===== src/rtl/pwm_capture.sv =====
// PWM capture: measures period and high time of an asynchronous PWM input
// in timebase units of N clock_in cycles (N = 1, or 2*(division_value+1)).
// Measurements run back-to-back; the rise closing one period opens the next.
module pwm_capture #(
  parameter int W = 16
) (
  input  logic         clock_in,
  input  logic         reset_n,
  input  logic         enable,
  input  logic [7:0]   division_value,
  input  logic         clear_ovf,
  input  logic         pwm_in,
  output logic [W-1:0] period,
  output logic [W-1:0] high_time,
  output logic         valid,
  output logic         overflow,
  output logic         busy
);

  typedef enum logic [1:0] {
    IDLE    = 2'd0,
    ARM     = 2'd1,
    MEASURE = 2'd2
  } state_e;

  state_e         state_q, state_d;
  logic           sync1_q, sync2_q, prev_q;
  logic [7:0]     div_q;
  logic [8:0]     pre_q, pre_d;      // cycles into the current period unit
  logic [W-1:0]   per_q, per_d;      // whole period units so far
  logic [8:0]     hpre_q, hpre_d;    // high cycles into the current high unit
  logic [W-1:0]   hi_q, hi_d;        // whole high units so far
  logic [W-1:0]   period_q, period_d;
  logic [W-1:0]   high_q, high_d;
  logic           valid_q, valid_d;
  logic           ovf_q;
  logic           busy_q;

  logic           rise_s;
  logic           div_chg_s;
  logic [8:0]     nm1_s;             // N-1, prescaler terminal count
  logic [8:0]     first_pre_s;       // prescaler after counting the rise cycle
  logic [W-1:0]   first_unit_s;      // unit count after counting the rise cycle
  logic           per_tick_s;
  logic           hi_tick_s;
  logic           set_ovf_s;

  assign rise_s       = sync2_q & ~prev_q;
  assign div_chg_s    = (division_value != div_q);
  assign nm1_s        = (div_q == 8'd0) ? 9'd0 : {div_q, 1'b1};
  assign first_pre_s  = (nm1_s == 9'd0) ? 9'd0 : 9'd1;
  assign first_unit_s = (nm1_s == 9'd0) ? {{(W-1){1'b0}}, 1'b1} : {W{1'b0}};
  assign per_tick_s   = (pre_q == nm1_s);
  assign hi_tick_s    = (hpre_q == nm1_s);

  // Next-state, counter and result computation; counters default to cleared.
  always_comb begin
    state_d   = state_q;
    pre_d     = 9'd0;
    per_d     = {W{1'b0}};
    hpre_d    = 9'd0;
    hi_d      = {W{1'b0}};
    period_d  = period_q;
    high_d    = high_q;
    valid_d   = 1'b0;
    set_ovf_s = 1'b0;
    if (!enable) begin
      state_d = IDLE;
    end else if (div_chg_s) begin
      // timebase changed under us: the running measurement is meaningless
      state_d = ARM;
    end else begin
      case (state_q)
        IDLE: begin
          state_d = ARM;
        end
        ARM: begin
          if (rise_s) begin
            state_d = MEASURE;
            pre_d   = first_pre_s;
            per_d   = first_unit_s;
            hpre_d  = first_pre_s;
            hi_d    = first_unit_s;
          end else begin
            state_d = ARM;
          end
        end
        MEASURE: begin
          if (rise_s) begin
            // close this period and open the next one on the same edge
            valid_d  = 1'b1;
            period_d = per_q;
            high_d   = hi_q;
            pre_d    = first_pre_s;
            per_d    = first_unit_s;
            hpre_d   = first_pre_s;
            hi_d     = first_unit_s;
          end else if (per_tick_s && (per_q == {W{1'b1}})) begin
            set_ovf_s = 1'b1;
            state_d   = ARM;
          end else begin
            pre_d = per_tick_s ? 9'd0 : pre_q + 9'd1;
            per_d = per_q + {{(W-1){1'b0}}, per_tick_s};
            if (sync2_q) begin
              hpre_d = hi_tick_s ? 9'd0 : hpre_q + 9'd1;
              hi_d   = hi_q + {{(W-1){1'b0}}, hi_tick_s};
            end else begin
              hpre_d = hpre_q;
              hi_d   = hi_q;
            end
          end
        end
        default: begin
          state_d = IDLE;
        end
      endcase
    end
  end

  // State, synchronizer, counters and registered outputs.
  always_ff @(posedge clock_in or negedge reset_n) begin
    if (!reset_n) begin
      state_q  <= IDLE;
      sync1_q  <= 1'b0;
      sync2_q  <= 1'b0;
      prev_q   <= 1'b0;
      div_q    <= 8'd0;
      pre_q    <= 9'd0;
      per_q    <= {W{1'b0}};
      hpre_q   <= 9'd0;
      hi_q     <= {W{1'b0}};
      period_q <= {W{1'b0}};
      high_q   <= {W{1'b0}};
      valid_q  <= 1'b0;
      ovf_q    <= 1'b0;
      busy_q   <= 1'b0;
    end else begin
      state_q  <= state_d;
      sync1_q  <= pwm_in;
      sync2_q  <= sync1_q;
      prev_q   <= sync2_q;
      div_q    <= division_value;
      pre_q    <= pre_d;
      per_q    <= per_d;
      hpre_q   <= hpre_d;
      hi_q     <= hi_d;
      period_q <= period_d;
      high_q   <= high_d;
      valid_q  <= valid_d;
      busy_q   <= (state_d == MEASURE);
      if (set_ovf_s) begin
        ovf_q <= 1'b1;
      end else if (clear_ovf || !enable) begin
        ovf_q <= 1'b0;
      end else begin
        ovf_q <= ovf_q;
      end
    end
  end

  assign period    = period_q;
  assign high_time = high_q;
  assign valid     = valid_q;
  assign overflow  = ovf_q;
  assign busy      = busy_q;

endmodule


===== config.mk =====
export PLATFORM = sky130hd
export DESIGN_NAME = pwm_capture
export DESIGN_NICKNAME = d
export VERILOG_FILES = /design/src/rtl/pwm_capture.sv
export SDC_FILE = /design/constraint.sdc
export NUM_CORES = 1
export LEC_CHECK = 0
export ABC_AREA = 0
export CORE_ASPECT_RATIO = 0.9
export CORE_UTILIZATION = 55
export CTS_CLUSTER_SIZE = 40
export DETAILED_ROUTE_END_ITERATION = 10
export PLACE_DENSITY = 0.77
export SLEW_MARGIN = 10
export SYNTH_ARGS = -nofsm -noshare
export SYNTH_HDL_FRONTEND = slang
export SYNTH_SLANG_ARGS = --single-unit

===== constraint.sdc =====
create_clock -name clock_in -period 6.08 [get_ports clock_in]
set_input_delay 1.824 -clock clock_in [delete_from_list [all_inputs] [get_ports clock_in]]
set_output_delay 1.824 -clock clock_in [all_outputs]
set_load 0.02 [all_outputs]

# Yosys cells after proc, flatten, opt, wreduce, memory -nomap -nowiden
# Index checks and enable logic that the tools add are counted.
[word_totals] input_bits=13 wordCells=83 output_inout_bits=35 reg_bits=98
[op_classes] bitwise=3 mux=46 n_addsub=4 n_eq_ne=8 reduce_logical=8
[op_table] op="two-way mux 16 bit" count=9
[op_table] op="two-way mux 9 bit" count=12
[op_table] op="case mux 16 bit (2 select lines)" count=2
[op_table] op="case mux 9 bit (2 select lines)" count=2
[op_table] op="adder 16 x 1 -> 16 bit" count=2
[op_table] op="adder 9 x 1 -> 9 bit (second input constant)" count=2
[op_table] op="== test 9 bit" count=2
[op_table] op="== test 16 bit (second input constant)" count=1
[op_table] op="two-way mux 1 bit" count=15
[op_table] op="two-way mux 2 bit" count=5
[op_table] op="logical NOT 9 bit" count=1
[op_table] op="logical NOT 8 bit" count=1
[op_table] op="inequality test 8 bit" count=1
[op_table] op="inequality test 6 bit (second input constant)" count=1
[op_table] op="case mux 2 bit (3 select lines)" count=1
[op_table] op="== test 2 bit (second input constant)" count=2
[op_table] op="AND reduction 4 bit" count=1
[op_table] op="== test 2 x 1 -> 1 bit (second input constant)" count=1
[op_table] op="logical NOT 2 bit" count=1
[op_table] op="inverter 1 bit" count=2
[op_table] op="nonzero test 2 bit" count=1
[op_table] op="bitwise AND 1 bit" count=1
[op_table] op="logical AND 1 bit" count=1
[op_table] op="logical NOT 1 bit" count=1
[op_table] op="logical OR 1 bit" count=1

# Depth between registers and ports, before layout
[logic_depth] word_depth=10 ltp_mapped=11 mapped_depth_nobuf=11

# Worst setup path before layout
# Ideal clock, no wire load.
[synth_timing] path_type="input -> register" startpoint="input port division_value[2]" endpoint="register period_q[10], in the netlist period[10]" t_arrival_ps=3589 stages=7 slack_ps=2366 required_ps=5955 path_buffers=2 setup_time_ps=125 cell_sequence="xor2_1 -> nor4_1 -> nand4_1 -> or2_2 -> clkbuf_1 -> buf_1 -> mux2_2"
[synth_via] elab_chain_len=3
[synth_lines] item="from (decl)" line="10" source="input logic [7:0] division_value,"
[synth_lines] item="inequality test 8 bit" line="49" source="assign div_chg_s = (division_value != div_q);"
[synth_lines] item="inverter 1 bit (no source line)"
[synth_lines] item="AND reduction 4 bit (no source line)"
[synth_lines] item="to (signal assigned)" line="132" source="period_q <= {W{1'b0}};"
[synth_lines] item="to (signal assigned)" line="147" source="period_q <= period_d;"
[synth_lines] item="to (decl)" line="33" source="logic [W-1:0] period_q, period_d;"
# No other way between the ends.
# A chain may end at the register's enable or synchronous reset.

# Worst setup path in the final report
[layout_timing] startpoint="input port division_value[2]" endpoint="register period_q[5], in the netlist period[5]"
# The elaborated chain is that of the path after synthesis.

==> results.sh <==
export IMPL_min_to="sync2_q$_DFF_PN0_"
export IMPL_ant_nets=0
export IMPL_die_height_um=90.7
export IMPL_grt_ovfl_total=0
export IMPL_insertion_delay_ps=360
export IMPL_synth_top_area_frac=0.510
export IMPL_worst_ep_required_time_ps=6330
export IMPL_crit_family="simple AND/OR/NAND/NOR gates"
export IMPL_fin_skew_ps=6.81
export IMPL_slew_viol_final=0
export IMPL_cts_tree="built"
export IMPL_layout_drive_gt1_share=0.113
export IMPL_dieArea_mm2=0.00912
export IMPL_first_global_vias=3597
export IMPL_grt_max_degree=70
export IMPL_synth_top_area_cell="dfrtp_1"
export IMPL_setup_violations=0
export IMPL_drc=0
export IMPL_n_antenna_cell=0
export IMPL_numCtsBuffers=9
export IMPL_cp_start_kind="input port"
export IMPL_crit_chain="clkdlybuf4s50_1 -> xor2_1 -> nor4_1 -> nand4_1 -> or2_2 -> mux2_2"
export IMPL_cts_resized_gates=0
export IMPL_end_kind="register"
export IMPL_worstHoldStart="sync1_q$_DFF_PN0_"
export IMPL_grt_pass1_wl_um=16900
export IMPL_yosysMostFrequentCell="dfrtp_1"
export IMPL_total_power_mw=1.12
export IMPL_drt_pass1_iter_count=5
export IMPL_place_congestion=0.859
export IMPL_peakVddDrop_uv=139
export IMPL_dpl_cell_area_mm2=0.00536
export IMPL_drtIter0Drc=254
export IMPL_finalCriticalPeriod_ps=4120
export IMPL_fmax_mhz=243
export IMPL_start_util=0.582
export IMPL_post_route_period_util=0.677
export IMPL_detail_route_wl_per_cell_um=15.8
export IMPL_whs_path_depth=0
export IMPL_async_reset_ff_frac=1.00
export IMPL_hold_path_class="register to register"
export IMPL_numPortBuffers=47
export IMPL_r2r_end="per_q[12]$_DFF_PN0_"
export IMPL_p_per_area_mw_per_mm2=203
export IMPL_fin_area_mm2=0.00555
export IMPL_cts_num_sinks=98
export IMPL_critical_path_class="input port to register"
export IMPL_cts_setup_buffers=0
export IMPL_reg2reg_depth=10
export IMPL_place_hpwl_um=6950
export IMPL_synth_seq_area_share=0.510
export IMPL_syn_inst=457
export IMPL_synth_cell_types=48
export IMPL_synthTopCellsByCount="dfrtp_1 (98), nor2_1 (50), mux2_2 (30), xor2_1 (30), nand2_1 (28)"
export IMPL_max_slew_margin=0.440
export IMPL_status="finished, final reports clean"
export IMPL_rsz0062_at_grt="false"
export IMPL_yosysWarnings=0
export IMPL_num_rows=31
export IMPL_r2r_start="div_q[4]$_DFF_PN0_"
export IMPL_critPathArrivalTime_ps=4370
export IMPL_postCtsHoldBufs=0
export IMPL_syn_nets=480
export IMPL_cp_max_fo=35
export IMPL_cts_clk_slew_worst_paths_ps=90
export IMPL_dp_cells=605
export IMPL_crit_buf_inv=1
export IMPL_pre_cts_slack_ps=1590
export IMPL_io_pin_count=48
export IMPL_cpPeakStageDelay_ps=680
export IMPL_yosys_most_used_dff="dfrtp_1"
export IMPL_vias_per_cell=5.80
export IMPL_r2r_slack_ps=2860
export IMPL_core_area_mm2=0.00826
export IMPL_slowest_stage="or2_2"
export IMPL_instances_no_fill=620
export IMPL_tightest_slew_ps=840
export IMPL_die_x_um=101
export IMPL_n_fill_cell=669
export IMPL_vias=3595
export IMPL_grt_use_total=0.237
export IMPL_synth_edff_count=0
export IMPL_antenna_found_initial=0
export IMPL_leakage_nw=2.47
export IMPL_drv_cap=0
export IMPL_ys_ff_latch=98
export IMPL_finalHoldViolCount=0
export IMPL_htreeDepth=3
export IMPL_area_delta_synth_final_pct=15.5
export IMPL_synth_area_top_cells="dfrtp_1 (51%), mux2_2 (7.0%), xor2_1 (5.5%)"
export IMPL_clock_path_buffers=2
export IMPL_routed_wl_um=9780
export IMPL_fin_tns_setup_ps=0
export IMPL_synth_area_per_cell_um2=10.5
export IMPL_setup_ws_ps=1960
export IMPL_nets=524
export IMPL_clockRootBuffer="clkbuf_8"
export IMPL_synth_area_mm2=0.00481
## layer usage
metal / GRT usage / part of all wire
met4: 0.0882 / 0.022
met1: 0.311 / 0.45
met5: 0 / 0
met3: 0.0542 / 0.040
met2: 0.381 / 0.49
## power by group
group | switching, mW | internal (mW)
Clock | 0.222 | 0.189
Combinational | 0.0309 | 0.0182
Sequential | 0.00833 | 0.655
Total | 0.262 | 0.863
## flip-flops by register name, summed over array words and instances, names as in the netlist, 2 cells and up
name	cells
div_q	8
pre_q	9
hpre_q	9
high_time	16
state_q	2
hi_q	16
per_q	16
period	16
## kinds of logic (layout without fill, tap and decap cells)
| kind of cell | Yosys count | after routing | synth area share |
|---|---|---|---|
| XOR/XNOR | 46 | 46 | 0.0838 |
| AND/OR/NAND/NOR | 172 | 172 | 0.182 |
| AO/OA/AOI/OAI | 74 | 74 | 0.104 |
| adder cells (fa/ha/maj) | 10 | 10 | 0.0260 |
| multiplexers | 30 | 30 | 0.0703 |
| buffers and inverters | 27 | 75 | 0.0229 |
| flip-flops | 98 | 98 | 0.510 |
## layout by cell type, fill, tap and decap left out, drive strengths merged, types with 3 or more instances in the layout
cell and count:
or3 8, clkdlybuf4s50 46, and3 12, ha 10, nand4 12, nor3 7, xnor2 16, nand3 19
nor2b 9, o21ai 21, clkbuf 9, mux2 30, a21oi 20, nand2 28, o211a 6, o211ai 6
xor2 30, nor2 50, inv 13, dfrtp 98, a31oi 5, nor4 7, or4 3, and4 3
and2 7
## through the flow
stage | hold WS [ps] | utilization
6_report | 361 | 0.672
5_1_grt | 381 | 0.672
4_1_cts | 358 | 0.672
3_5_place_dp | 336 | 0.649
3_3_place_gp | 332 | 0.649
2_1_floorplan | 331 | -
## final cells by class
cell class              instances  area (um2)  area share
clock buffers                   9         124      0.0223
repair buffers                 48         475      0.0856
clock inverters                 6        67.6      0.0122
multi-input cells             332        2240       0.404
flip-flops and latches         98        2450       0.442
inverters                      12        45.0     0.00811
well taps                     115         144      0.0259
## worst reg2reg max path: cells and delay by family, from the launching register on
family / cells / cell delay, ps
xor+xnor: 1 / 150
fa+ha+maj: 1 / 270
simple gates: 7 / 1730
compound gates: 1 / 480
flops: 1 / 470
## how the worst max path moves through the flow
stage                            startpoint                  endpoint  cells after the start
after global placement    division_value[2]  high_time[9]$_DFFE_PN0P_                      6
after global routing      division_value[2]       per_q[10]$_DFF_PN0_                      7
final                     division_value[2]     period[5]$_DFFE_PN0P_                      6
after CTS                 division_value[2]  high_time[2]$_DFFE_PN0P_                      6
after floorplan           division_value[2]    period[10]$_DFFE_PN0P_                      7
after detailed placement  division_value[2]     period[5]$_DFFE_PN0P_                      6
No activity file was read; power rests on OpenSTA's default activity.
